**src/rtl/exe_stage.sv**
```systemverilog
// MIPS execute stage: forwarding muxes, combinational ALU, and an iterative
// multiply/divide unit (shift-add multiply, restoring divide) with HI/LO registers.
module exe_stage #(
    parameter int WIDTH = 32
) (
    input  logic             clk,
    input  logic             rst,
    input  logic             regwrite_exe,
    input  logic             memtoreg_exe,
    input  logic             memwrite_exe,
    input  logic             alusrc_exe,
    input  logic             regdst_exe,
    input  logic [3:0]       alucontrol_exe,
    input  logic [WIDTH-1:0] data1_exe,
    input  logic [WIDTH-1:0] data2_exe,
    input  logic [4:0]       Rs_exe,
    input  logic [4:0]       Rt_exe,
    input  logic [4:0]       Rd_exe,
    input  logic [WIDTH-1:0] signext_exe,
    input  logic [WIDTH-1:0] shamt_exe,
    input  logic [1:0]       forwardA_exe,
    input  logic [1:0]       forwardB_exe,
    input  logic [WIDTH-1:0] aluout_mem,
    input  logic [WIDTH-1:0] result_wb,
    output logic             regwrite_out,
    output logic             memtoreg_out,
    output logic             memwrite_out,
    output logic [WIDTH-1:0] aluout_exe,
    output logic [WIDTH-1:0] writedata_exe,
    output logic [4:0]       writereg_exe,
    output logic             stall_md
);

    localparam int CW = $clog2(WIDTH) + 1;

    localparam logic [3:0] OP_AND   = 4'b0000;
    localparam logic [3:0] OP_OR    = 4'b0001;
    localparam logic [3:0] OP_ADD   = 4'b0010;
    localparam logic [3:0] OP_XOR   = 4'b0011;
    localparam logic [3:0] OP_NOR   = 4'b0100;
    localparam logic [3:0] OP_SLL   = 4'b0101;
    localparam logic [3:0] OP_SUB   = 4'b0110;
    localparam logic [3:0] OP_SLT   = 4'b0111;
    localparam logic [3:0] OP_SRL   = 4'b1000;
    localparam logic [3:0] OP_SRA   = 4'b1001;
    localparam logic [3:0] OP_MULT  = 4'b1010;
    localparam logic [3:0] OP_MULTU = 4'b1011;
    localparam logic [3:0] OP_DIV   = 4'b1100;
    localparam logic [3:0] OP_DIVU  = 4'b1101;
    localparam logic [3:0] OP_MFHI  = 4'b1110;
    localparam logic [3:0] OP_MFLO  = 4'b1111;

    typedef enum logic [1:0] {IDLE, BUSY, DONE} state_t;

    // ---------------- forwarding ----------------
    logic [WIDTH-1:0] fwd_raw [2];
    logic [WIDTH-1:0] fwd_val [2];
    logic [1:0]       fwd_sel [2];

    assign fwd_raw[0] = data1_exe;
    assign fwd_raw[1] = data2_exe;
    assign fwd_sel[0] = forwardA_exe;
    assign fwd_sel[1] = forwardB_exe;

    genvar gi;
    generate
        for (gi = 0; gi < 2; gi++) begin : g_fwd
            assign fwd_val[gi] = (fwd_sel[gi] == 2'b01) ? result_wb  :
                                 (fwd_sel[gi] == 2'b10) ? aluout_mem : fwd_raw[gi];
        end
    endgenerate

    logic [WIDTH-1:0] src_a, fwd_b, src_b;
    logic [4:0]       sh;

    assign src_a = fwd_val[0];
    assign fwd_b = fwd_val[1];
    assign src_b = alusrc_exe ? signext_exe : fwd_b;
    assign sh    = shamt_exe[4:0];

    // Register-number Rs and upper shamt bits belong to the hazard unit / decoder.
    logic unused_inputs;
    assign unused_inputs = ^{shamt_exe[WIDTH-1:5], Rs_exe};

    // ---------------- multiply/divide state ----------------
    state_t             state_reg, state_next;
    logic [CW-1:0]      count_reg, count_next;
    logic [2*WIDTH-1:0] work_reg, work_next;
    logic [WIDTH-1:0]   bmag_reg, bmag_next;
    logic               is_div_reg, is_div_next;
    logic               neg_q_reg, neg_q_next;
    logic               neg_r_reg, neg_r_next;
    logic               div_zero_reg, div_zero_next;
    logic [WIDTH-1:0]   hi_reg, hi_next;
    logic [WIDTH-1:0]   lo_reg, lo_next;

    logic is_md;
    assign is_md = (alucontrol_exe >= OP_MULT) && (alucontrol_exe <= OP_DIVU);

    // Operand magnitudes at issue; signedness only for MULT and DIV.
    logic             op_signed, sign_a, sign_b;
    logic [WIDTH-1:0] amag, bmag;

    assign op_signed = (alucontrol_exe == OP_MULT) || (alucontrol_exe == OP_DIV);
    assign sign_a    = op_signed & src_a[WIDTH-1];
    assign sign_b    = op_signed & src_b[WIDTH-1];
    assign amag      = sign_a ? -src_a : src_a;
    assign bmag      = sign_b ? -src_b : src_b;

    // One iteration: work_reg holds {accumulator/remainder, multiplier/quotient}.
    logic [WIDTH:0]     mul_sum;
    logic [WIDTH:0]     div_shift, div_diff;
    logic               div_ge;
    logic [2*WIDTH-1:0] mul_step, div_step, work_step, prod;
    logic [WIDTH-1:0]   quo, rem, fin_hi, fin_lo;

    always_comb begin
        mul_sum   = {1'b0, work_reg[2*WIDTH-1:WIDTH]} + (work_reg[0] ? {1'b0, bmag_reg} : '0);
        mul_step  = {mul_sum, work_reg[WIDTH-1:1]};
        div_shift = {work_reg[2*WIDTH-1:WIDTH], work_reg[WIDTH-1]};
        div_diff  = div_shift - {1'b0, bmag_reg};
        div_ge    = div_shift >= {1'b0, bmag_reg};
        div_step  = {div_ge ? div_diff[WIDTH-1:0] : div_shift[WIDTH-1:0],
                     work_reg[WIDTH-2:0], div_ge};
        work_step = is_div_reg ? div_step : mul_step;

        prod = neg_q_reg ? -work_step : work_step;
        quo  = work_step[WIDTH-1:0];
        rem  = work_step[2*WIDTH-1:WIDTH];
        if (is_div_reg) begin
            fin_lo = div_zero_reg ? '1 : (neg_q_reg ? -quo : quo);
            fin_hi = neg_r_reg ? -rem : rem;
        end else begin
            fin_lo = prod[WIDTH-1:0];
            fin_hi = prod[2*WIDTH-1:WIDTH];
        end
    end

    always_comb begin
        state_next    = state_reg;
        count_next    = count_reg;
        work_next     = work_reg;
        bmag_next     = bmag_reg;
        is_div_next   = is_div_reg;
        neg_q_next    = neg_q_reg;
        neg_r_next    = neg_r_reg;
        div_zero_next = div_zero_reg;
        hi_next       = hi_reg;
        lo_next       = lo_reg;
        case (state_reg)
            IDLE: begin
                if (is_md) begin
                    state_next    = BUSY;
                    count_next    = CW'(WIDTH);
                    work_next     = {{WIDTH{1'b0}}, amag};
                    bmag_next     = bmag;
                    is_div_next   = alucontrol_exe[2];
                    neg_q_next    = sign_a ^ sign_b;
                    neg_r_next    = sign_a;
                    div_zero_next = (src_b == '0);
                end
            end
            BUSY: begin
                work_next  = work_step;
                count_next = count_reg - 1'b1;
                if (count_reg == CW'(1)) begin
                    state_next = DONE;
                    hi_next    = fin_hi;
                    lo_next    = fin_lo;
                end
            end
            DONE:    state_next = IDLE;
            default: state_next = IDLE;
        endcase
    end

    always_ff @(posedge clk) begin
        if (rst) begin
            state_reg    <= IDLE;
            count_reg    <= '0;
            work_reg     <= '0;
            bmag_reg     <= '0;
            is_div_reg   <= 1'b0;
            neg_q_reg    <= 1'b0;
            neg_r_reg    <= 1'b0;
            div_zero_reg <= 1'b0;
            hi_reg       <= '0;
            lo_reg       <= '0;
        end else begin
            state_reg    <= state_next;
            count_reg    <= count_next;
            work_reg     <= work_next;
            bmag_reg     <= bmag_next;
            is_div_reg   <= is_div_next;
            neg_q_reg    <= neg_q_next;
            neg_r_reg    <= neg_r_next;
            div_zero_reg <= div_zero_next;
            hi_reg       <= hi_next;
            lo_reg       <= lo_next;
        end
    end

    assign stall_md = ((state_reg == IDLE) && is_md) || (state_reg == BUSY);

    // ---------------- ALU ----------------
    always_comb begin
        aluout_exe = '0;
        case (alucontrol_exe)
            OP_AND:  aluout_exe = src_a & src_b;
            OP_OR:   aluout_exe = src_a | src_b;
            OP_ADD:  aluout_exe = src_a + src_b;
            OP_XOR:  aluout_exe = src_a ^ src_b;
            OP_NOR:  aluout_exe = ~(src_a | src_b);
            OP_SUB:  aluout_exe = src_a - src_b;
            OP_SLL:  aluout_exe = fwd_b << sh;
            OP_SRL:  aluout_exe = fwd_b >> sh;
            OP_SRA:  aluout_exe = WIDTH'($signed(fwd_b) >>> sh);
            OP_SLT:  aluout_exe = {{(WIDTH-1){1'b0}}, ($signed(src_a) < $signed(src_b))};
            OP_MFHI: aluout_exe = hi_reg;
            OP_MFLO: aluout_exe = lo_reg;
            default: aluout_exe = '0;
        endcase
    end

    assign writedata_exe = fwd_b;
    assign writereg_exe  = regdst_exe ? Rd_exe : Rt_exe;
    assign regwrite_out  = regwrite_exe;
    assign memtoreg_out  = memtoreg_exe;
    assign memwrite_out  = memwrite_exe;

endmodule
```
**config.mk**
```make
export PLATFORM = sky130hd
export DESIGN_NAME = exe_stage
export DESIGN_NICKNAME = d
export VERILOG_FILES = /design/src/rtl/exe_stage.sv
export SDC_FILE = /design/constraint.sdc
export NUM_CORES = 1
export LEC_CHECK = 0
export CAP_MARGIN = 20
export CORE_MARGIN = 4
export CORE_UTILIZATION = 40
export DETAILED_ROUTE_END_ITERATION = 12
export PLACE_DENSITY = 0.67
export RECOVER_POWER = 50
export SETUP_SLACK_MARGIN = 0.05
export SLEW_MARGIN = 20
export SYNTH_ARGS = -nofsm -noshare
export SYNTH_HDL_FRONTEND = slang
export SYNTH_SLANG_ARGS = --single-unit
```
**constraint.sdc**
```tcl
create_clock -name clk -period 13.65 [get_ports clk]
set_input_delay 4.095 -clock clk [delete_from_list [all_inputs] [get_ports clk]]
set_output_delay 4.095 -clock clk [all_outputs]
set_load 0.01 [all_outputs]
```
==> summary.md, run 1 <==
| Metric | Value |
|---|---|
| Status | `finished with violations` |
| Failing checks | `capacitance limit, slew limit` |
| Synthesized flop and latch total | `172` |
| Gr usage total | `32.2%` |
| CP startpoint kind | `primary input` |
| Clock latency on the worst-skew pair | `460 ps` |
| WP data required | `9550 ps` |
| Count leader, synth | `nor2_1` |
| RSZ-0062 raised after global routing | `true` |
| Final WL | `114000 µm` |
| Slew Limit Fails | `167` |
| Most common library cells after synthesis | `nor2_1 (419), nand2_1 (330), a21oi_1 (314), mux2i_1 (240), clkbuf_1 (179)` |
| Mapped Nets | `3948` |
| H-tree levels | `4` |
| Via count | `28900` |
| Final period util | `98.8%` |
| Worst IR Drop VDD | `0.0000900 V` |
| Sink Count | `172` |
| Mean post-synth cell area | `7.07 µm²` |
| Worst endpoint data arrival time | `9390 ps` |
| Gr ovfl total | `0` |
| Crit-path max FO | `3` |
| Initial DRC count | `3302` |
| Setup tns final | `0 ps` |
| Die Y | `259 µm` |
| Worst hold margin | `465 ps` |
| IO Pins | `295` |
| Crit path time final | `13480 ps` |
| Residual DRC | `0` |
| Total power | `2.49 mW` |
| Clk_skew | `11.7 ps` |
| Final Setup Violations | `0` |
| Syn Std Cell Area | `25200 µm²` |
| Pre-antenna DRT Iters | `6` |
| Via/cell ratio | `6.27` |
| Antenna Nets Post-Route | `0` |
| Synth cell types | `109` |
| Largest net degree at the start of global routing | `86` |
| DIE AREA | `67000 µm²` |
| Fin worst setup slack | `169 ps` |
| Post-synth EDFFs | `0` |
| Global-route wire length before repair | `169000 µm` |
| Die Width | `259 µm` |
| Critical Path Sink Type | `primary output` |
| Root Driver | `clkbuf_16` |
| Worst hold path class | `register to register` |
| Endpoints failing hold | `0` |
| Vias in the first global route | `27100` |
| Synth Flop Type | `dfxtp_1` |
| Pwr/cell area | `83.7 nW/µm²` |
| Placed wire-length estimate | `90800 µm` |
| CTS clk-pin slew, worst paths | `60 ps` |
| Sequential share of the synthesized area | `13.7%` |
| Core area | `61900 µm²` |
| FP Rows | `91` |
| CTS tree | `built` |
| TritonCTS buffer count | `17` |
| Area share of the leading cell type in the synthesized netlist | `13.7%` |
| Wire per inst | `24.7 µm` |
| Asr flop ratio synth | `0%` |
| Antenna diodes | `0` |
| Pre-CTS setup slack | `76.3 ps` |
| Hold Buf Count CTS | `0` |
| Max Buffers Root-to-Sink | `2` |
| Port-buffer cells | `256` |
| Crit path kind | `primary input to primary output` |
| Static Leak | `12.3 nW` |
| Synth warnings | `0` |
| Post-Synthesis Cells | `3558` |
| Slew of the pin with the lowest slew margin | `3900 ps` |
| Share of cells above drive strength 1 | `9.63%` |
| Area leader, netlist | `dfxtp_1` |
| Fin util | `48.0%` |
| Antenna violations before repair | `1` |
| Layout overhead on the synthesized area | `18.2%` |
| Max-cap violations | `2` |
| Top post-synthesis cells by area | `dfxtp_1 (14%), mux2i_1 (9.5%), ha_1 (8.2%)` |
| Max reg flops | `64` |
| Routability cong. | `1.02` |
| Nets | `4148` |
| Fmax | `74.2 MHz` |
| Slew HR | `-160%` |
| Starting Density | `40.6%` |
==> worst max-delay path: stages <==
cell and delay, ps:
clkdlybuf4s50_1 480, nor2b_1 160, a211oi_1 60, a21oi_1 240, mux2_2 250, inv_1 70
ha_1 290, or4_1 530, nor2_1 160, a221o_1 200, a221o_1 170, a31oi_1 80
o31ai_2 360, o221ai_1 250, o41a_1 440, a2111oi_2 480, buf_4 190, nor4b_1 50
a311o_1 350, clkdlybuf4s50_1 480
==> power by group <==
group	switching (mW)	internal (mW)
Combinational	0.903	0.562
Clock	0.224	0.257
Sequential	0.0223	0.521
Total	1.15	1.34
==> cells in the final DEF (no fill, tap or decap), types with 36 or more instances in the layout <==
cell type and instances:
a211oi_1 105, a21o_1 56, a21oi_1 308, a221oi_1 68, a22oi_1 57, a31oi_1 45, and2_1 47, buf_4 178
clkdlybuf4s50_1 246, dfxtp_1 171, ha_1 165, inv_1 162, mux2_2 52, mux2i_1 237, nand2_1 330, nand2b_1 36
nand3_1 63, nor2_1 416, nor2b_1 57, nor3_1 65, o21ai_0 164, o21bai_1 37, xnor2_1 114, xor2_1 51
==> final timing paths <==
kind / from / endpoint / slack [ps] / cells after the start
setup / recovery: data2_exe[8] / aluout_exe[28] / 170 / 20
hold / removal: div_zero_reg$_SDFFE_PP0P_ / div_zero_reg$_SDFFE_PP0P_ / 470 / 2
setup reg to reg: bmag_reg[12]$_SDFFE_PP0P_ / hi_reg[26]$_SDFFE_PP0P_ / 7700 / 17
hold reg to reg: div_zero_reg$_SDFFE_PP0P_ / div_zero_reg$_SDFFE_PP0P_ / 470 / 2
==> cell type report <==
cell class                      count  area [µm²]
Clock buffer                       19         443
Clock inverter                     12         113
Fill cell                        6323       32200
Inverter                          164         616
Multi-Input combinational cell   2968       20200
Sequential cell                   172        3450
Tap cell                          837        1050
Timing Repair Buffer              435        3870
==> logic make-up after synthesis <==
group | Yosys count | share of synthesized area, %
mux | 300 | 12.6
xor+xnor | 165 | 5.74
compound gates | 1136 | 30.7
fa+ha+maj | 168 | 8.44
buf+inv | 418 | 6.52
simple gates | 1199 | 22.4
flops | 172 | 13.7
==> layer usage <==
metal | share of wire [%] | wire, µm | track usage [%] | vias to the layer above
met5 | 0.014 | 16 | 0 | -
met4 | 5.0 | 5720 | 13.6 | 2
met3 | 7.9 | 9020 | 4.65 | 273
met2 | 46 | 51900 | 53.9 | 1384
met1 | 41 | 47100 | 41.4 | 13800
li1 | - | - | - | 13400
==> through the flow <==
step           cell area (µm²)  std cells
6_report                 29700       4607
5_1_grt                  29700       4607
4_1_cts                  29700       4604
3_5_place_dp             29100       4573
3_3_place_gp             29100       4573
2_1_floorplan            25200       3558
==> timing repair <==
item	in CTS	in global routing
buffers inserted	0	3
endpoints found under the hold margin	0	0
gates resized for setup	0	15
endpoints found under the setup margin	0	8
Note: power is estimated with default switching activity, not from simulation.
==> run 2: changes to the inputs <==
--- a/config.mk
+++ b/config.mk
@@ -8,11 +8,11 @@
 export CAP_MARGIN = 20
 export CORE_MARGIN = 4
 export CORE_UTILIZATION = 40
+export CTS_CLUSTER_SIZE = 40
 export DETAILED_ROUTE_END_ITERATION = 12
 export PLACE_DENSITY = 0.67
 export RECOVER_POWER = 50
-export SETUP_SLACK_MARGIN = 0.05
-export SLEW_MARGIN = 20
+export SETUP_SLACK_MARGIN = 0.3
 export SYNTH_ARGS = -nofsm -noshare
 export SYNTH_HDL_FRONTEND = slang
 export SYNTH_SLANG_ARGS = --single-unit
==> run 2 against run 1 <==
The flow still finishes with violations (capacitance limit, slew limit); register-to-register slack hardly changed; critical path depth increased by 1; sequential share of layout area about the same; non-clock buffer count increased by 1; clock power is essentially flat; setup slack improved by 280 ps; utilization grew 0.21 points; clock skew is 0.67 ps higher; sequential power hardly changed; first-iteration DRC count is 0.15% higher; via count barely moved; routed wire length is 0.15% higher.
==> summary.md, run 2 (same netlist as run 1, synthesis figures left out) <==
| Metric | Value |
|---|---|
| Slew Limit Fails | `167 (unchanged)` |
| FF-to-FF Start | `bmag_reg[12]$_SDFFE_PP0P_` |
| Antenna diodes | `0 (unchanged)` |
| Core area | `61900 µm² (unchanged)` |
| Worst IR Drop VDD | `0.0000900 V (about the same)` |
| Pre-CTS setup slack | `76.3 ps (unchanged)` |
| Worst endpoint data arrival time | `9110 ps (-280 ps)` |
| FP Rows | `91 (unchanged)` |
| Fin worst setup slack | `448 ps (+279 ps)` |
| Vias in the first global route | `27100 (+0.20%)` |
| Gr usage total | `32.2% (about the same)` |
| TritonCTS buffer count | `17 (unchanged)` |
| Fin util | `48.2% (+0.21 points)` |
| Dpl cells | `4573 (unchanged)` |
| Initial DRC count | `3307 (+0.15%)` |
| DIE AREA | `67000 µm² (unchanged)` |
| Commonest cells after routing, fill and taps aside | `nor2_1 (415), nand2_1 (330), a21oi_1 (305)` |
| Clk_skew | `12.4 ps (+0.673 ps)` |
| Routability cong. | `1.02 (unchanged)` |
| Slew of the pin with the lowest slew margin | `3970 ps (+62.7 ps)` |
| Root Driver | `clkbuf_16` |
| Slew HR | `-164% (-4.2 points)` |
| Most common cell after layout, fill and taps aside | `nor2_1` |
| Starting Density | `40.6% (unchanged)` |
| H-tree levels | `4 (unchanged)` |
| Antenna violations before repair | `0 (-1)` |
| Worst hold path class | `register to register` |
| Share of cells above drive strength 1 | `10.1% (+0.45 points)` |
| Fmax | `75.7 MHz (+2.1%)` |
| Failing checks | `capacitance limit, slew limit` |
| Die Y | `259 µm (unchanged)` |
| Non-filler cells, final | `4608 (+0.022%)` |
| RSZ-0062 raised after global routing | `true` |
| Pre-antenna DRT Iters | `8 (+2)` |
| Critical path cell sequence | `clkdlybuf4s50_1, nor2b_1, a211oi_1, a21oi_1, mux2_2, inv_1, ha_1, buf_4, nand3_1, or3_1, o21ba_2, a21oi_2, a41oi_1, o221ai_1, nor2_2, o31ai_2, nand2_1, a31o_2, or3_1, o211ai_1, clkdlybuf4s50_1` |
| Clock latency on the worst-skew pair | `460 ps (about the same)` |
| Wire per inst | `24.7 µm (+0.13%)` |
| Die Width | `259 µm (unchanged)` |
| Antenna Nets Post-Route | `0 (unchanged)` |
| Setup tns final | `0 ps (unchanged)` |
| Nets | `4149 (+0.024%)` |
| Residual DRC | `0 (unchanged)` |
| CTS tree | `built` |
| CP max stage delay | `580 ps (+50 ps)` |
| Endpoints failing hold | `0 (unchanged)` |
| Layout overhead on the synthesized area | `18.7%` |
| Port-buffer cells | `256 (unchanged)` |
| Worst hold margin | `468 ps (+2.71 ps)` |
| WP data required | `9550 ps (about the same)` |
| Reg2reg setup slack | `7700 ps (about the same)` |
| Final WL | `114000 µm (+0.15%)` |
| Reg2reg end | `hi_reg[26]$_SDFFE_PP0P_` |
| Gr ovfl total | `0 (unchanged)` |
| Sink Count | `172 (unchanged)` |
| Max reg flops | `64 (unchanged)` |
| Placed Area | `29100 µm² (unchanged)` |
| Max Buffers Root-to-Sink | `2 (unchanged)` |
| Critical path launch point | `data2_exe[8]` |
| Total power | `2.50 mW (+0.52%)` |
| Static Leak | `12.3 nW (+0.28%)` |
| Via count | `28900 (+0.010%)` |
| Final Setup Violations | `0 (unchanged)` |
| Final period util | `96.7% (-2.0 points)` |
| Crit-path max FO | `7 (+4)` |
| Global-route wire length before repair | `169000 µm (about the same)` |
| Status | `finished with violations` |
| Critical Path Sink Type | `primary output` |
| CP endpoint | `aluout_exe[31]` |
| CTS clk-pin slew, worst paths | `60 ps (about the same)` |
| Pwr/cell area | `83.8 nW/µm² (about the same)` |
| Post-route cell area | `29900 µm² (+0.43%)` |
| CP startpoint kind | `primary input` |
| Max-cap violations | `2 (unchanged)` |
| IO Pins | `295 (unchanged)` |
| Crit path kind | `primary input to primary output` |
| Worst path slowest cell | `clkdlybuf4s50_1` |
| Crit path time final | `13200 ps (-279 ps)` |
| Number of fill cells | `6306 (-0.27%)` |
| Via/cell ratio | `6.27 (about the same)` |
| R2R cell count | `17 (unchanged)` |
| Placed wire-length estimate | `90800 µm (unchanged)` |
| Largest net degree at the start of global routing | `86 (unchanged)` |
## run 2: changes by cell type in the layout (fill, tap and decap cells not counted), moves of 3 or more
cell     change
mux2i_1      -3
a21oi_1      -3
a21oi_2      +3
mux2i_2      +3
## run 2: what timing repair did
item	4_1_cts	5_1_grt
buffers inserted	3	1
pin swaps	2	7
endpoints found under the setup margin	7	10
gates resized for setup	14	27
hold buffers	0	0
## run 2: worst min-delay path by stage
stage	start	endpoint	slack [ps]	cells after the start
floorplan	hi_reg[30]$_SDFFE_PP0P_	hi_reg[30]$_SDFFE_PP0P_	420	2
global placement	div_zero_reg$_SDFFE_PP0P_	div_zero_reg$_SDFFE_PP0P_	450	2
detailed placement	div_zero_reg$_SDFFE_PP0P_	div_zero_reg$_SDFFE_PP0P_	460	2
CTS	div_zero_reg$_SDFFE_PP0P_	div_zero_reg$_SDFFE_PP0P_	460	2
global route	div_zero_reg$_SDFFE_PP0P_	div_zero_reg$_SDFFE_PP0P_	480	2
finish	div_zero_reg$_SDFFE_PP0P_	div_zero_reg$_SDFFE_PP0P_	470	2
## run 2: area by class of cell
class                      count  area, µm²  share of cell area (%)
clock buffer                  19        443                    1.48
inverter                     164        619                    2.07
clock inverter                12        113                   0.377
sequential                   172       3450                    11.5
multi-input combinational   2968      20300                    68.0
tap                          837       1050                    3.51
timing repair buffer         436       3890                    13.0
## run 2: worst max-delay path, delay by kind of cell
kind	cells	cell delay (ps)
muxes	1	250
and+or+nand+nor	6	1250
AOI/OAI and AO/OA	9	1900
buffers and inverters	4	1290
adders and majority gates	1	300
## run 2: where the power goes
part	internal (mW)	total [mW]	switching (mW)
sequential	0.521	0.544	0.0225
clock	0.257	0.482	0.225
combinational	0.567	1.48	0.910
## run 2: layer usage
layer	part of all wire (%)	routed length, µm	GRT usage (%)	vias to the layer above
met3	8.4	9580	4.97	263
met2	46	52100	53.8	1419
met1	41	46500	41.4	13800
met4	5.0	5700	13.9	0
met5	0	0	0	-
li1	-	-	-	13400
